`src/rtl/sa_pkg.sv`:
```
// Shared types and constants for the weight-stationary systolic array.
package sa_pkg;
  typedef enum logic [1:0] {IDLE, RUN, DRAIN} sa_state_e;

  localparam int ROWS_DEF = 3;
  localparam int COLS_DEF = 3;
  localparam int LAT      = ROWS_DEF + 2;
  localparam int NW       = ROWS_DEF * COLS_DEF;

  // Replicate bit w-1 of v into every higher bit; callers truncate to the width they need.
  function automatic logic [63:0] sext(input logic [63:0] v, input int w);
    logic [63:0] r;
    r = v;
    for (int i = 0; i < 64; i++)
      if (i >= w) r[i] = v[w-1];
    return r;
  endfunction
endpackage

```
`src/rtl/sa_param_array_if.sv`:
```
// Weight-load, sample-stream and result bus of the systolic array.
interface sa_param_array_if #(
  parameter int ROWS   = 3,
  parameter int DATA_W = 8,
  parameter int ACC_W  = 20
);
  logic                   w_valid;
  logic                   w_ready;
  logic [DATA_W-1:0]      w_data;
  logic                   in_valid;
  logic                   in_ready;
  logic [ROWS*DATA_W-1:0] in_data;
  logic                   out_valid;
  logic [ACC_W-1:0]       out_data;
  logic                   weights_ok;

  modport master (output w_valid, w_data, in_valid, in_data,
                  input  w_ready, in_ready, out_valid, out_data, weights_ok);
  modport slave  (input  w_valid, w_data, in_valid, in_data,
                  output w_ready, in_ready, out_valid, out_data, weights_ok);
endinterface

```
`src/rtl/sa_pe_cell.sv`:
```
// One PE: registered sample pass-through and registered psum_out = psum_in + w*x.
module sa_pe_cell import sa_pkg::*; #(
  parameter int DATA_W = 8,
  parameter int ACC_W  = 20
) (
  input  logic              clk,
  input  logic              reset,
  input  logic              load_i,
  input  logic [DATA_W-1:0] w_i,
  input  logic [DATA_W-1:0] x_i,
  input  logic [ACC_W-1:0]  psum_i,
  output logic [DATA_W-1:0] x_o,
  output logic [ACC_W-1:0]  psum_o
);
  logic signed [DATA_W-1:0] w_q;
  logic [DATA_W-1:0]        x_q;
  logic [ACC_W-1:0]         psum_q;
  logic [2*DATA_W-1:0]      prod;
  logic [ACC_W-1:0]         term;

  assign prod = (2*DATA_W)'($signed(w_q)) * (2*DATA_W)'($signed(x_i));
  assign term = ACC_W'(sext(64'(prod), 2*DATA_W));

  always_ff @(posedge clk) begin
    if (reset) begin
      w_q    <= '0;
      x_q    <= '0;
      psum_q <= '0;
    end else begin
      x_q    <= x_i;
      psum_q <= psum_i + term;
      if (load_i) w_q <= w_i;
    end
  end

  assign x_o    = x_q;
  assign psum_o = psum_q;
endmodule

```
`src/rtl/sa_param_array.sv`:
```
// ROWS x COLS weight-stationary systolic array: skewed lanes in, column psums reduced to one result/cycle.
module sa_param_array import sa_pkg::*; #(
  parameter int ROWS   = ROWS_DEF,
  parameter int COLS   = COLS_DEF,
  parameter int DATA_W = 8,
  parameter int ACC_W  = 2*DATA_W + $clog2(ROWS*COLS)
) (
  input logic              clk,
  input logic              reset,
  sa_param_array_if.slave  bus
);
  localparam int LATENCY = ROWS + 2;
  localparam int NWORDS  = ROWS * COLS;
  localparam int IDX_W   = (NWORDS > 1) ? $clog2(NWORDS) : 1;
  localparam int CNT_W   = $clog2(LATENCY + 1);

  sa_state_e                     state_q, state_d;
  logic [IDX_W-1:0]              idx_q;
  logic [NWORDS-1:0][DATA_W-1:0] shadow_q;
  logic [CNT_W-1:0]              cnt_q;
  logic                          wok_q;
  logic [LATENCY:1]              vld_pipe;
  logic [ACC_W-1:0]              out_q, sum_d;
  logic                          w_rdy, in_rdy, w_acc, in_acc, w_last, commit;

  assign w_rdy  = (state_q != DRAIN);
  assign in_rdy = (state_q == RUN);
  assign w_acc  = bus.w_valid & w_rdy;
  assign in_acc = bus.in_valid & in_rdy;
  assign w_last = w_acc && (idx_q == IDX_W'(NWORDS - 1));

  // Commit once nothing is pending beyond a result leaving this very cycle.
  always_comb begin
    state_d = state_q;
    commit  = 1'b0;
    unique case (state_q)
      IDLE, RUN: if (w_last) state_d = DRAIN;
      DRAIN: if (cnt_q == CNT_W'(vld_pipe[LATENCY])) begin
        commit  = 1'b1;
        state_d = RUN;
      end
      default: state_d = IDLE;
    endcase
  end

  always_ff @(posedge clk) begin
    if (reset) begin
      state_q  <= IDLE;
      idx_q    <= '0;
      shadow_q <= '0;
      cnt_q    <= '0;
      wok_q    <= 1'b0;
      vld_pipe <= '0;
    end else begin
      state_q <= state_d;
      if (w_acc) begin
        shadow_q[idx_q] <= bus.w_data;
        idx_q           <= w_last ? '0 : idx_q + 1'b1;
      end
      cnt_q    <= cnt_q + CNT_W'(in_acc) - CNT_W'(vld_pipe[LATENCY]);
      if (commit) wok_q <= 1'b1;
      vld_pipe <= {vld_pipe[LATENCY-1:1], in_acc};
    end
  end

  // Non-accepted cycles inject zeros so bubbles never contribute to a result.
  logic [ROWS-1:0][DATA_W-1:0] x_in, x_row, x_unused;
  always_comb begin
    x_in = '0;
    for (int r = 0; r < ROWS; r++)
      if (in_acc) x_in[r] = bus.in_data[r*DATA_W +: DATA_W];
  end

  logic [ROWS:0][COLS-1:0][ACC_W-1:0]  ps;
  logic [ROWS-1:0][COLS:0][DATA_W-1:0] xs;
  assign ps[0] = '0;

  for (genvar r = 0; r < ROWS; r++) begin : g_row
    if (r == 0) begin : g_noskew
      assign x_row[r] = x_in[r];
    end else begin : g_skew
      logic [r-1:0][DATA_W-1:0] sk_q;
      always_ff @(posedge clk) begin
        if (reset) sk_q <= '0;
        else begin
          sk_q[0] <= x_in[r];
          for (int i = 1; i < r; i++) sk_q[i] <= sk_q[i-1];
        end
      end
      assign x_row[r] = sk_q[r-1];
    end

    assign xs[r][0]    = x_row[r];
    assign x_unused[r] = xs[r][COLS];

    for (genvar c = 0; c < COLS; c++) begin : g_col
      sa_pe_cell #(.DATA_W(DATA_W), .ACC_W(ACC_W)) u_pe (
        .clk    (clk),
        .reset  (reset),
        .load_i (commit),
        .w_i    (shadow_q[r*COLS + c]),
        .x_i    (xs[r][c]),
        .psum_i (ps[r][c]),
        .x_o    (xs[r][c+1]),
        .psum_o (ps[r+1][c])
      );
    end
  end

  // Column c carries tap c already delayed by c, so a plain column sum is the correlation.
  logic [COLS-1:0][ACC_W-1:0] bot_q;
  always_comb begin
    sum_d = '0;
    for (int c = 0; c < COLS; c++) sum_d = sum_d + bot_q[c];
  end

  always_ff @(posedge clk) begin
    if (reset) begin
      bot_q <= '0;
      out_q <= '0;
    end else begin
      bot_q <= ps[ROWS];
      out_q <= sum_d;
    end
  end

  assign bus.w_ready    = w_rdy;
  assign bus.in_ready   = in_rdy;
  assign bus.out_valid  = vld_pipe[LATENCY];
  assign bus.out_data   = out_q;
  assign bus.weights_ok = wok_q;
endmodule

```
`src/flat_wrapper.sv`:
```
// flat-port wrapper written by rule: the top's interface ports become plain ports
module sa_param_array_flat import sa_pkg::*;
#(
  parameter int ROWS   = ROWS_DEF,
  parameter int COLS   = COLS_DEF,
  parameter int DATA_W = 8,
  parameter int ACC_W  = 2*DATA_W + $clog2(ROWS*COLS)
)
  (clk, reset, bus_w_valid, bus_w_data, bus_in_valid, bus_in_data, bus_w_ready, bus_in_ready, bus_out_valid, bus_out_data, bus_weights_ok);
  sa_param_array_if #(.ROWS(ROWS), .DATA_W(DATA_W), .ACC_W(ACC_W)) bus_i ();
  input logic clk;
  input logic reset;
  input wire logic [$bits(bus_i.w_valid)-1:0] bus_w_valid;
  input wire logic [$bits(bus_i.w_data)-1:0] bus_w_data;
  input wire logic [$bits(bus_i.in_valid)-1:0] bus_in_valid;
  input wire logic [$bits(bus_i.in_data)-1:0] bus_in_data;
  output wire logic [$bits(bus_i.w_ready)-1:0] bus_w_ready;
  output wire logic [$bits(bus_i.in_ready)-1:0] bus_in_ready;
  output wire logic [$bits(bus_i.out_valid)-1:0] bus_out_valid;
  output wire logic [$bits(bus_i.out_data)-1:0] bus_out_data;
  output wire logic [$bits(bus_i.weights_ok)-1:0] bus_weights_ok;
  assign bus_i.w_valid = bus_w_valid;
  assign bus_i.w_data = bus_w_data;
  assign bus_i.in_valid = bus_in_valid;
  assign bus_i.in_data = bus_in_data;
  assign bus_w_ready = bus_i.w_ready;
  assign bus_in_ready = bus_i.in_ready;
  assign bus_out_valid = bus_i.out_valid;
  assign bus_out_data = bus_i.out_data;
  assign bus_weights_ok = bus_i.weights_ok;
  sa_param_array #(.ROWS(ROWS), .COLS(COLS), .DATA_W(DATA_W), .ACC_W(ACC_W)) u_core (.clk(clk), .reset(reset), .bus(bus_i));
endmodule
```
`config.mk`:
```
export PLATFORM = sky130hd
export DESIGN_NAME = sa_param_array_flat
export DESIGN_NICKNAME = d
export VERILOG_FILES = /design/src/rtl/sa_pkg.sv /design/src/rtl/sa_param_array_if.sv /design/src/rtl/sa_pe_cell.sv /design/src/rtl/sa_param_array.sv /design/src/flat_wrapper.sv
export SDC_FILE = /design/constraint.sdc
export NUM_CORES = 2
export LEC_CHECK = 0
export BUFFER_PORTS_ARGS = -buffer_cell sky130_fd_sc_hd__buf_2
export CAP_MARGIN = 20
export CORE_UTILIZATION = 27
export DETAILED_ROUTE_END_ITERATION = 12
export PLACE_DENSITY_LB_ADDON = 0.12
export SETUP_SLACK_MARGIN = 0.5
export SLEW_MARGIN = 25
export SYNTH_ARGS = -nofsm -noshare
export SYNTH_HDL_FRONTEND = slang
export SYNTH_SLANG_ARGS = --single-unit
```
`constraint.sdc`:
```
create_clock -name clk -period 5.9 [get_ports clk]
set_input_delay 0.59 -clock clk [delete_from_list [all_inputs] [get_ports clk]]
set_output_delay 0.59 -clock clk [all_outputs]
set_load 0.05 [all_outputs]
```
==> flow_metrics.env <==
export IMPL_die_area_mm2=0.155
export IMPL_grt_start_max_net_pins=150
export IMPL_max_freq_mhz=188
export IMPL_num_vias=28316
export IMPL_worstSetupStartpoint="u_core.g_row[2].g_col[1].u_pe.x_o[2]"
export IMPL_critPathKind="register to register"
export IMPL_yosysSeqAreaShare=0.227
export IMPL_crit_path_end_kind="register"
export IMPL_ioPinCount=60
export IMPL_fin_crit_sh=0.901
export IMPL_htree_levels=2
export IMPL_synth_area_mm2=0.0414
export IMPL_firstDrtPassIters=5
export IMPL_drive_gt1_frac=0.0905
export IMPL_grt_overflow_total=0
export IMPL_rows=143
export IMPL_worst_path_max_delay_cell="fa_1"
export IMPL_syn_inst=4513
export IMPL_place_ws_ns=0.240
export IMPL_async_flop_share=0
export IMPL_worstMarginPinSlew_ns=0.932
export IMPL_rr_startpoint="u_core.g_row[2].g_col[1].u_pe.x_o[2]"
export IMPL_fp_dieH_um=394
export IMPL_worstHoldStart="bus_in_data[16]"
export IMPL_postRouteAntennaNets=0
export IMPL_drt_iter0_drc=1218
export IMPL_p_sw_uw=1700
export IMPL_hold_slack_ns=0.106
export IMPL_hpwl_um=83700
export IMPL_clkSlewWorstSetupHoldPaths_ns=0.06
export IMPL_instances_no_fill=6650
export IMPL_port_buffers=59
export IMPL_cp_arrival_ns=5.83
export IMPL_cts_buffer_depth=3
export IMPL_start_kind="register"
export IMPL_ys_warn_count=0
export IMPL_cp_slowest_stage_delay_ns=0.53
export IMPL_finalSetupViolCount=0
export IMPL_ir_drop_mv=0.221
export IMPL_critPathTopFamily="adder cells"
export IMPL_power_density_mw_per_mm2=153
export IMPL_hold_class="input port to register"
export IMPL_syn_nets=5497
export IMPL_clock_latency_ns=0.68
export IMPL_synth_seq_cells=470
export IMPL_grt_pass1_wl_um=170000
export IMPL_nets=5554
export IMPL_seqPwrFrac=0.442
export IMPL_synth_area_top_cells="fa_1 28%, dfxtp_1 23%, ha_1 11%"
export IMPL_ys_flop_type="dfxtp_1"
export IMPL_required_ns=6.42
export IMPL_worst_slack_ns=0.584
export IMPL_hold_buffers=0
export IMPL_path_cells="and2_4 > fa_1 > inv_1 > fa_1 > inv_1 > fa_1 > inv_1 > fa_1 > inv_1 > ha_4 > o21ai_2 > o21bai_1 > or3_4 > a211oi_4 > a21oi_2 > xnor2_2 > ha_2 > or3_1 > o32ai_2 > xor2_1 > nor2_1"
export IMPL_placed_cells=6503
export IMPL_synth_top_cell_area_share=0.282
export IMPL_yosysTopAreaCell="fa_1"
export IMPL_clock_skew_ns=0.0362
export IMPL_clkPwrFrac=0.538
export IMPL_clockRootBuffer="clkbuf_16"
export IMPL_via_per_inst=4.26
export IMPL_path_max_fanout=8
export IMPL_leakage_uw=0.0215
export IMPL_gr_usage_all_layers=0.137
export IMPL_setup_tns_ns=0
export IMPL_maxSlewViolCount=0
export IMPL_rrSetupSlack_ns=0.58
export IMPL_slew_limit_headroom=0.378
export IMPL_max_cap_violations=0
export IMPL_cts_inserted_buffers=61
export IMPL_status="finished, final reports clean"
export IMPL_grt_pass1_vias=29976
export IMPL_grt_setup_unrepaired="true"
export IMPL_postLayoutCoreUtil=0.310
export IMPL_cts_sinks=470
export IMPL_avgSynthCellArea_um2=9.18
export IMPL_syn_to_final_growth_pct=13.7
export IMPL_drc=0
export IMPL_core_mm2=0.152
export IMPL_power_switching_share=0.237
export IMPL_drt_wl_total_um=105000
export IMPL_wl_per_cell_um=15.8
export IMPL_hold_viol_final=0
export IMPL_p_comb_frac=0.020
export IMPL_synth_cell_type_count=64
export IMPL_tritoncts="done"
export IMPL_cp_buffers_inverters=4
export IMPL_die_x_um=394
export IMPL_min_period_ns=5.32
export IMPL_antenna_found_initial=13
export IMPL_place_gp_congestion=0.806
export IMPL_synth_edff_count=0
export IMPL_intPower_uw=5490
export IMPL_start_util=0.272
[synthesized netlist by cell type, drive strengths merged (28+ instances only)]
library cell and count:
nor2 179, a21o 43, a21oi 227, and3 55, nand3 91, a211oi 45
dfxtp 470, nand2 470, nand2b 48, nor2b 185, fa 583, o21a 28
ha 365, xnor2 128, clkbuf 121, o21ai 82, inv 774, xor2 44
nor3 44, and2 328
[metrics by stage]
stage / cell area (um2) / total power (uW)
floorplan: 41400 / 3330
global placement: 44100 / 3410
detailed placement: 44100 / 3410
CTS: 46400 / 7370
global route: 47100 / 7480
finish: 47100 / 7190
[layout make-up]
class                           instances  area, um2
Antenna cell                            1       2.50
Clock buffer                           80       1720
Clock inverter                         32        390
Fill cell                           16207     105000
Inverter                              774       2910
Multi-Input combinational cell       3136      29200
Sequential cell                       470       9520
Tap cell                             2030       2540
Timing Repair Buffer                  127        846
[power by group through the flow]
stage / registers, uW / clock network, uW / logic, uW
2_1_floorplan: 3260 / 0 / 78.5
3_3_place_gp: 3260 / 0 / 152
3_5_place_dp: 3260 / 0 / 152
4_1_cts: 3190 / 4030 / 152
5_1_grt: 3180 / 4150 / 161
6_report: 3180 / 3870 / 146
[what timing repair did]
action / 4_1_cts / 5_1_grt
pin swaps: 10 / 55
buffers inserted: 6 / 28
setup endpoints to repair: 18 / 36
gates resized for setup: 55 / 142
[layout by cell type, fill, tap and decap left out, types with 89 or more instances in the layout]
cell / n
nor2_1: 177
xnor2_1: 125
and2_1: 313
nor2b_1: 185
nand3_1: 89
inv_1: 761
nand2_1: 468
ha_1: 348
dfxtp_1: 421
fa_1: 577
a21oi_1: 211
[sequential cells by signal (all words and copies together) (netlist names)]
signal and cells:
u_core.shadow_q 72, u_core.idx_q 4, u_core.bus.weights_ok 1, u_core.vld_pipe 5
u_core.state_q 2, u_core.cnt_q 3, u_core.g_row.g_skew.sk_q 24, u_core.bot_q 60
u_core.g_row.g_col.u_pe.w_q 72, u_core.g_row.g_col.u_pe.psum_o 159, u_core.g_row.g_col.u_pe.x_o 48, u_core.bus.out_data 20
[kinds of logic after synthesis]
family / share of synthesized area
AND/OR/NAND/NOR: 0.181
buffers and inverters: 0.0822
XOR/XNOR: 0.0364
multiplexers: 0.00329
flip-flops: 0.227
adder cells (fa/ha/maj): 0.392
AO/OA/AOI/OAI: 0.0786
[worst paths after layout]
path | endpoint | cells past startpoint
setup reg to reg | u_core.g_row[2].g_col[2].u_pe.psum_o[16] | 21
hold reg to reg | u_core.g_row[1].g_col[1].u_pe.w_q[7] | 2
hold / removal | u_core.g_row[2].g_skew.sk_q[0] | 2
setup / recovery | u_core.g_row[2].g_col[2].u_pe.psum_o[16] | 21
[layer usage]
metal  vias up  routed length [um]  global-route usage
li1      14247                   -                   -
met5         -                  18                   0
met1     13686               51700               0.189
met3       129                2380              0.0148
met2       250               48800               0.227
met4         4                2460              0.0373
Power figures use the tool's default switching activity.
